[src/rtl/mem_bus_fabric.sv]
// mem_bus_fabric: fans one picorv32-style native memory master out to
// NUM_SLAVES slave ports selected by parameterised base/mask windows.
// A small transaction FSM adds a per-access timeout, error responses for
// unmapped addresses and error capture registers.
//
// Ports:
//   clk, resetn        clock, asynchronous active-low reset
//   mem_valid/addr/wdata/wstrb   master request (wdata goes to slaves externally)
//   mem_ready, mem_rdata         master response (rdata is 0 when not ready)
//   s_valid, s_ready, s_rdata    one-hot slave select, per-slave ready/rdata
//   bus_err                      pulse alongside an error mem_ready
//   err_addr/cause/write/count   capture of the most recent error, saturating count
module mem_bus_fabric #(
    parameter int unsigned               NUM_SLAVES     = 8,
    parameter logic [NUM_SLAVES*32-1:0]  SLAVE_BASE     = {NUM_SLAVES{32'h0}},
    parameter logic [NUM_SLAVES*32-1:0]  SLAVE_MASK     = {NUM_SLAVES{32'hFF00_0000}},
    parameter logic [15:0]               TIMEOUT_CYCLES = 16'd255,
    parameter logic [31:0]               ERR_RDATA      = 32'hDEAD_BEEF
) (
    input  logic                     clk,
    input  logic                     resetn,
    input  logic                     mem_valid,
    input  logic [31:0]              mem_addr,
    input  logic [31:0]              mem_wdata,
    input  logic [3:0]               mem_wstrb,
    output logic                     mem_ready,
    output logic [31:0]              mem_rdata,
    output logic [NUM_SLAVES-1:0]    s_valid,
    input  logic [NUM_SLAVES-1:0]    s_ready,
    input  logic [NUM_SLAVES*32-1:0] s_rdata,
    output logic                     bus_err,
    output logic [31:0]              err_addr,
    output logic [1:0]               err_cause,
    output logic                     err_write,
    output logic [15:0]              err_count
);

    localparam int unsigned SEL_W = (NUM_SLAVES > 1) ? $clog2(NUM_SLAVES) : 1;
    localparam int unsigned CNT_W = 16;

    localparam logic [1:0] CAUSE_UNMAPPED = 2'b01;
    localparam logic [1:0] CAUSE_TIMEOUT  = 2'b10;

    typedef enum logic [1:0] {
        ST_IDLE,
        ST_ACTIVE,
        ST_ERR,
        ST_RECOVER
    } state_e;

    state_e              state_q, state_d;
    logic [SEL_W-1:0]    sel_q, sel_d;
    logic [CNT_W-1:0]    cnt_q, cnt_d;
    logic [31:0]         addr_q, addr_d;
    logic                write_q, write_d;
    logic [31:0]         err_addr_q;
    logic [1:0]          err_cause_q;
    logic                err_write_q;
    logic [15:0]         err_count_q;

    logic                hit;
    logic [SEL_W-1:0]    dec_sel;
    logic [SEL_W-1:0]    cur_sel;
    logic                cur_ready;
    logic [31:0]         cur_rdata;

    logic [NUM_SLAVES-1:0] s_valid_c;
    logic                  mem_ready_c;
    logic [31:0]           mem_rdata_c;
    logic                  bus_err_c;
    logic [1:0]            cause_c;

    // Write data is routed to the slaves outside this block.
    logic unused_wdata;
    assign unused_wdata = ^mem_wdata;

    // Address decode; scanning from the top down lets the lowest index win on overlap.
    always_comb begin
        hit     = 1'b0;
        dec_sel = '0;
        for (int i = NUM_SLAVES - 1; i >= 0; i--) begin
            if ((mem_addr & SLAVE_MASK[32*i +: 32]) == SLAVE_BASE[32*i +: 32]) begin
                hit     = 1'b1;
                dec_sel = SEL_W'(i);
            end
        end
    end

    // Ready/rdata mux for the slave currently being addressed.
    always_comb begin
        cur_sel   = (state_q == ST_ACTIVE) ? sel_q : dec_sel;
        cur_ready = 1'b0;
        cur_rdata = '0;
        for (int i = 0; i < NUM_SLAVES; i++) begin
            if (cur_sel == SEL_W'(i)) begin
                cur_ready = s_ready[i];
                cur_rdata = s_rdata[32*i +: 32];
            end
        end
    end

    // Next-state and response logic.
    always_comb begin
        state_d     = state_q;
        sel_d       = sel_q;
        cnt_d       = cnt_q;
        addr_d      = addr_q;
        write_d     = write_q;
        s_valid_c   = '0;
        mem_ready_c = 1'b0;
        mem_rdata_c = '0;
        bus_err_c   = 1'b0;
        cause_c     = '0;

        case (state_q)
            ST_IDLE: begin
                if (mem_valid) begin
                    addr_d  = mem_addr;
                    write_d = |mem_wstrb;
                    if (hit) begin
                        s_valid_c = NUM_SLAVES'(1) << dec_sel;
                        if (cur_ready) begin
                            mem_ready_c = 1'b1;
                            mem_rdata_c = cur_rdata;
                            state_d     = ST_RECOVER;
                        end else begin
                            sel_d   = dec_sel;
                            cnt_d   = '0;
                            state_d = ST_ACTIVE;
                        end
                    end else begin
                        state_d = ST_ERR;
                    end
                end
            end

            ST_ACTIVE: begin
                if (!mem_valid) begin
                    // Master abandoned the access: drop quietly, nothing logged.
                    state_d = ST_IDLE;
                end else if (cur_ready) begin
                    s_valid_c   = NUM_SLAVES'(1) << sel_q;
                    mem_ready_c = 1'b1;
                    mem_rdata_c = cur_rdata;
                    state_d     = ST_RECOVER;
                end else if ((TIMEOUT_CYCLES != 16'd0) && (cnt_q == TIMEOUT_CYCLES)) begin
                    mem_ready_c = 1'b1;
                    mem_rdata_c = ERR_RDATA;
                    bus_err_c   = 1'b1;
                    cause_c     = CAUSE_TIMEOUT;
                    state_d     = ST_RECOVER;
                end else begin
                    s_valid_c = NUM_SLAVES'(1) << sel_q;
                    if (cnt_q != {CNT_W{1'b1}}) begin
                        cnt_d = cnt_q + CNT_W'(1);
                    end
                end
            end

            ST_ERR: begin
                mem_ready_c = 1'b1;
                mem_rdata_c = ERR_RDATA;
                bus_err_c   = 1'b1;
                cause_c     = CAUSE_UNMAPPED;
                state_d     = ST_RECOVER;
            end

            ST_RECOVER: begin
                state_d = ST_IDLE;
            end

            default: begin
                state_d = ST_IDLE;
            end
        endcase
    end

    // State, transaction context and error capture registers.
    always_ff @(posedge clk or negedge resetn) begin
        if (!resetn) begin
            state_q     <= ST_IDLE;
            sel_q       <= '0;
            cnt_q       <= '0;
            addr_q      <= '0;
            write_q     <= 1'b0;
            err_addr_q  <= '0;
            err_cause_q <= '0;
            err_write_q <= 1'b0;
            err_count_q <= '0;
        end else begin
            state_q <= state_d;
            sel_q   <= sel_d;
            cnt_q   <= cnt_d;
            addr_q  <= addr_d;
            write_q <= write_d;
            if (bus_err_c) begin
                err_addr_q  <= addr_q;
                err_cause_q <= cause_c;
                err_write_q <= write_q;
                if (err_count_q != 16'hFFFF) begin
                    err_count_q <= err_count_q + 16'd1;
                end
            end
        end
    end

    // Responses are combinational from IDLE; gate with resetn so an asserted
    // reset silences the bus immediately even while the master holds valid.
    assign s_valid   = resetn ? s_valid_c   : '0;
    assign mem_ready = resetn ? mem_ready_c : 1'b0;
    assign mem_rdata = resetn ? mem_rdata_c : '0;
    assign bus_err   = resetn ? bus_err_c   : 1'b0;

    assign err_addr  = err_addr_q;
    assign err_cause = err_cause_q;
    assign err_write = err_write_q;
    assign err_count = err_count_q;

endmodule

[config.mk]
export PLATFORM = sky130hd
export DESIGN_NAME = mem_bus_fabric
export DESIGN_NICKNAME = d
export VERILOG_FILES = /design/src/rtl/mem_bus_fabric.sv
export SDC_FILE = /design/constraint.sdc
export NUM_CORES = 1
export LEC_CHECK = 0
export BUFFER_PORTS_ARGS = -buffer_cell sky130_fd_sc_hd__buf_2
export CAP_MARGIN = 40
export CORE_AREA = 2 2 167 169
export DETAILED_ROUTE_END_ITERATION = 10
export DIE_AREA = 0 0 169 171
export PLACE_DENSITY = 0.49
export SYNTH_ARGS = -nofsm -noshare
export SYNTH_HDL_FRONTEND = slang
export SYNTH_SLANG_ARGS = --single-unit
[constraint.sdc]
create_clock -name clk -period 1.9 [get_ports clk]
set_input_delay 0.285 -clock clk [delete_from_list [all_inputs] [get_ports clk]]
set_output_delay 0.285 -clock clk [all_outputs]
set_load 0.05 [all_outputs]
Word level (Yosys, flattened, before mapping):

Cells that the tools add are included.

* $add $sub $neg: 2
* multiply operators: 0
* div/mod/pow operators: 0
* $lt $le $gt $ge: 0
* eq/ne operators: 14
* shift operators: 0
* multiplexer cells: 47
* bitwise operators: 0
* reduce and logical (&&, ||, !) cells: 8

Operators with widths (number)
* 32-bit two-way mux: 7
* 16-bit two-way mux: 7
* 32-bit case mux with 3 select lines: 1
* 16-bit by 1-bit adder with 16-bit output (second input constant): 2
* 32-bit zero test: 1
* 16-bit inequality test (second input constant): 2
* 16-bit case mux with 2 select lines: 1
* 2-bit two-way mux: 9
* 16-bit by 8-bit == test with 1-bit output (second input constant): 1
* 1-bit two-way mux: 16
* 2-bit inequality test (second input constant): 6
* 8-bit two-way mux: 1
* 2-bit case mux with 4 select lines: 1
* 8-bit AND reduction: 1
* 2-bit AND reduction: 3
* 2-bit == test (second input constant): 2
* 4-bit by 3-bit inequality test with 1-bit output (second input constant): 1
* 1-bit case mux with 2 select lines: 2
* 2-bit case mux with 2 select lines: 1
* 4-bit OR reduction: 1
* 1-bit case mux with 3 select lines: 1
* 2-bit by 1-bit == test with 1-bit output (second input constant): 1
* 2-bit zero test: 1
* 2-bit by 1-bit inequality test with 1-bit output (second input constant): 1
* 2-bit nonzero test: 1

* flip-flop bits (word level): 102
* bits in latches: 0
* bits in writable memories: 0
* memory bits (read-only): 0
* output and inout port bits: 93
* word-level logic and storage cells: 79
* memories kept: 0

Longest topological paths before layout:

* word-level depth: 6
* gate-level depth with buffers: 9
* mapped depth without buffers: 7

Least setup slack after synthesis:

OpenSTA, ideal clock, no wires.

* path type: register -> output
* start point: register cnt_q[8]
* end point: output port mem_rdata[10]
* arrival time: 2.251 ns
* required time: 1.615 ns
* slack: -0.636 ns
* stages on the path, launching flop included: 6
* path buffers: 1
* path through: dfrtp_1 -> nor4_4 -> and4_1 -> a31oi_1 -> clkbuf_1 -> a21oi_1

* cells in the longest elaborated chain, start to end: 6

Ends and longest elaborated chain
* start: declaration: line 53 `logic [CNT_W-1:0] cnt_q, cnt_d;`
* start signal: assignment: line 193 `cnt_q <= cnt_d;`
* 16-bit by 8-bit == test with 1-bit output: line 146 `end else if ((TIMEOUT_CYCLES != 16'd0) && (cnt_q == TIMEOUT_CYCLES)) begin`
* 32-bit two-way mux: line 146
* 32-bit two-way mux: line 141 `end else if (cur_ready) begin`
* 32-bit two-way mux: line 138 `if (!mem_valid) begin`
* 32-bit case mux with 3 select lines: line 115 `case (state_q)`
* 32-bit two-way mux: line 211 `assign mem_rdata = resetn ? mem_rdata_c : '0;`
* end: declaration: line 27 `output logic [31:0] mem_rdata,`

Every way passes these cells.

Worst setup path after layout:

* start point: register cnt_q[11]
* end point: output port mem_rdata[30]

Same word-level chain as after synthesis.

==> flow_metrics.py <==
metrics = {
    "logic_synthesis": {
        "synth-adder-area-share": 0.0148,
        "synth-xor-area-share": 0.0242,
        "synth_ff_type": "dfrtp_1",
        "synthesis.area_mm2": 0.00506,
        "ys_seq_area_frac": 0.505,
        "synthSimpleGateAreaFrac": 0.198,
        "async_flop_share": 1.00,
        "yosysWarnings": 0,
        "synth_compound_area_frac": 0.0695,
        "synth_top_family_by_area": "simple AND/OR/NAND/NOR gates",
        "synth_edf_count": 0,
        "synth_area_leaders": "dfrtp_1 (50%), mux2_2 (8.0%), mux2_1 (6.9%)",
        "synth_mux_area_frac": 0.149,
        "ys_ff_latch": 102,
        "syn_area_per_cell_um2": 11.0,
        "netlist_instances": 458,
        "synth_top_area_frac": 0.505,
        "yosysTopAreaCell": "dfrtp_1",
        "ys_types": 50,
    },
    "worst_setup_path": {
        "cp-end-kind": "output port",
        "crit_path_max_incr_delay_ns": 0.41,
        "slowest_stage": "dfrtp_1",
        "crit_path_start_kind": "register",
        "arrival_ns": 2.11,
        "critPathTopFamily": "simple AND/OR/NAND/NOR gates",
        "crit_chain": "nor4_4 -> and4_4 -> a31oi_4 -> buf_12 -> buf_16 -> a21oi_4 -> buf_6",
        "crit_buf_inv": 3,
        "critPathMaxFanout": 7,
        "cp.required_ns": 1.62,
        "worst-setup-path-type": "reg -> out",
    },
    "route": {
        "via_count": 4526,
        "wl_per_cell_um": 14.4,
        "ant_nets": 0,
        "vias_per_cell": 4.16,
        "drc": 0,
        "wirelength_um": 15700,
        "drt_pass1_iterations": 4,
        "drt_iter0_drc": 132,
    },
    "power": {
        "seqPwrFrac": 0.246,
        "p_per_area_mw_per_mm2": 1600,
        "max-vdd-ir-drop_mv": 0.939,
        "p_sw_mw": 6.25,
        "p_int_mw": 8.28,
        "power_switching_share": 0.430,
        "comb_power_share": 0.629,
        "p_total_mw": 14.5,
        "power.leakage_nw": 4.19,
        "power_frac_clock": 0.125,
    },
    "sta": {
        "max_freq_ghz": 0.417,
        "fin_setup_tns_ns": -33.24,
        "max_slew.worst_pin.slew_ns": 0.598,
        "clock_skew_ns": 0.00568,
        "finalHoldWorstSlack_ns": 0.0561,
        "layout_setup_ws_ns": -0.499,
        "relSlewSlack": 0.600,
        "period_needed_ns": 2.40,
        "min_period_over_period": 1.26,
        "slew_violations": 0,
        "rsz0062_at_grt": "yes",
        "setup_viol": 101,
        "finalHoldViolCount": 0,
    },
    "place": {
        "gp_congestion": 0.734,
        "placed_area_mm2": 0.00744,
        "placed_cells_incl_taps": 1037,
        "io_buffers": 157,
        "dp_hpwl_um": 10600,
        "post-place-ws_ns": -0.357,
    },
    "die": {
        "ioPinCount": 428,
        "initial_core_util": 0.185,
        "core_mm2": 0.0273,
        "chipWidth_um": 169,
        "row_count": 61,
        "dieHeight_um": 171,
        "die_area_mm2": 0.0289,
    },
    "clocking": {
        "ctsRootBufferMaster": "clkbuf_16",
        "clk_pin_slew_ns": 0.08,
        "cts_buffer_depth": 2,
        "clk_latency_ns": 0.35,
        "cts_tree": "yes",
        "numClockSinks": 102,
        "numCtsBuffers": 9,
        "h-tree-depth": 3,
    },
    "final_layout": {
        "nNetsFinal": 1078,
        "layout_commonest_cell": "buf_2",
        "instances_no_fill": 1089,
        "mostFrequentLayoutCells": "buf_2 (121), buf_4 (90), dfrtp_1 (88), nand2_1 (57), buf_6 (41)",
        "fin_area_mm2": 0.00906,
        "post-route-util": 0.332,
        "regArea_mm2": 0.00257,
        "multiInputGateArea_mm2": 0.00325,
        "areaGrowthSynthToFinish_pct": 79.1,
        "fillers": 2735,
        "drive_above_1_share": 0.658,
    },
    "flow_run": {
        "maxCapViolations": 0,
    },
    "grt": {
        "antenna_found_initial": 1,
        "gr-usage-all-layers": 0.108,
        "grt_pass1_wl_um": 24400,
        "globalRoute.totalOverflow": 0,
        "grt_pass1_vias": 4590,
        "grt_start_max_net_pins": 81,
    },
    "run_status": {
        "violations": "negative setup slack",
        "status": "complete, but fails checks",
    },
    "min_path": {
        "hp-class": "in -> async",
    },
}
-- kinds of logic after synthesis --
logic type / count (synthesis)
compound gates: 56
xor+xnor: 14
fa+ha+maj: 6
buf+inv: 37
flops: 102
mux: 67
other cells: 1
simple gates: 175
-- registers in the layout, indices dropped and copies added, names as in the netlist --
name       count
addr_q        32
err_addr      32
cnt_q         16
err_count     16
err_cause      2
state_q        2
err_write      1
write_q        1
-- path summary, 6_finish.rpt --
check | startpoint | to | slack, ns | depth (start not counted)
max | cnt_q[11]$_DFFE_PN0P_ | mem_rdata[30] | -0.50 | 7
min | resetn | cnt_q[1]$_DFFE_PN0P_ | 0.06 | 3
max reg2reg | state_q[0]$_DFFE_PN0P_ | cnt_q[9]$_DFFE_PN0P_ | -0.40 | 10
min reg2reg | write_q$_DFFE_PN0P_ | write_q$_DFFE_PN0P_ | 0.49 | 2
max in group asynchronous | resetn | err_count[1]$_DFFE_PN0P_ | 1.40 | 3
min in group clk | mem_addr[13] | addr_q[13]$_DFFE_PN0P_ | 0.16 | 2
-- power groups by stage --
stage | Combinational [mW] | Clock [mW] | Sequential, mW
floorplan | 3.90 | 0 | 4.98
global placement | 7.28 | 0 | 3.57
detailed placement | 7.34 | 0 | 3.58
CTS | 9.15 | 1.88 | 3.58
global route | 9.67 | 1.97 | 3.69
finish | 9.15 | 1.81 | 3.57
-- repair_timing --
action / CTS / global route
endpoints found under the setup margin: 94 / 103
setup buffers: 28 / 7
hold buffers: 1 / 0
gates resized for setup: 179 / 43
gates cloned: 6 / 1
hold endpoints to repair: 22 / 0
pin swaps: 56 / 29
-- synth_stat cells, drive strengths merged, types with 2 or more instances --
| cell | n |
|---|---|
| nor2 | 13 |
| o221ai | 3 |
| nor4 | 8 |
| and2 | 9 |
| and4 | 4 |
| o21ai | 7 |
| buf | 14 |
| or4 | 2 |
| a31oi | 3 |
| dfrtp | 102 |
| or4b | 5 |
| and3 | 7 |
| nand4b | 2 |
| o22ai | 2 |
| nor3 | 9 |
| clkbuf | 15 |
| and3b | 2 |
| a41o | 2 |
| nor4b | 4 |
| nand4 | 8 |
| a211o | 5 |
| mux2 | 67 |
| inv | 8 |
| nand3b | 3 |
| or2 | 2 |
| ha | 6 |
| nand2 | 62 |
| nand3 | 30 |
| a21oi | 29 |
| xor2 | 11 |
| xnor2 | 3 |
| nor4bb | 2 |
-- worst register-to-register path, delay by kind of cell (launching register included) --
kind                     cells  cell delay [ns]
buffers and inverters        4             0.41
adder cells (fa/ha/maj)      1             0.16
AO/OA/AOI/OAI                2             0.38
flip-flops                   1             0.47
AND/OR/NAND/NOR              3             0.82
-- per-layer routing --
metal,vias up,GRT usage,routed length (um)
li1,2190,-,-
met1,2166,0.130,6740
met2,155,0.177,7290
met3,15,0.0488,1510
met4,0,0.0208,160
met5,-,0,0
-- area by class of cell --
class | count | share of cell area
Multi-Input combinational cell | 325 | 0.358
Inverter | 8 | 0.00331
Clock inverter | 6 | 0.00608
Sequential cell | 102 | 0.284
Tap cell | 346 | 0.0478
Clock buffer | 10 | 0.0253
Antenna cell | 1 | 0.000276
Timing Repair Buffer | 291 | 0.275
Note: power is estimated with default switching activity, not from simulation.
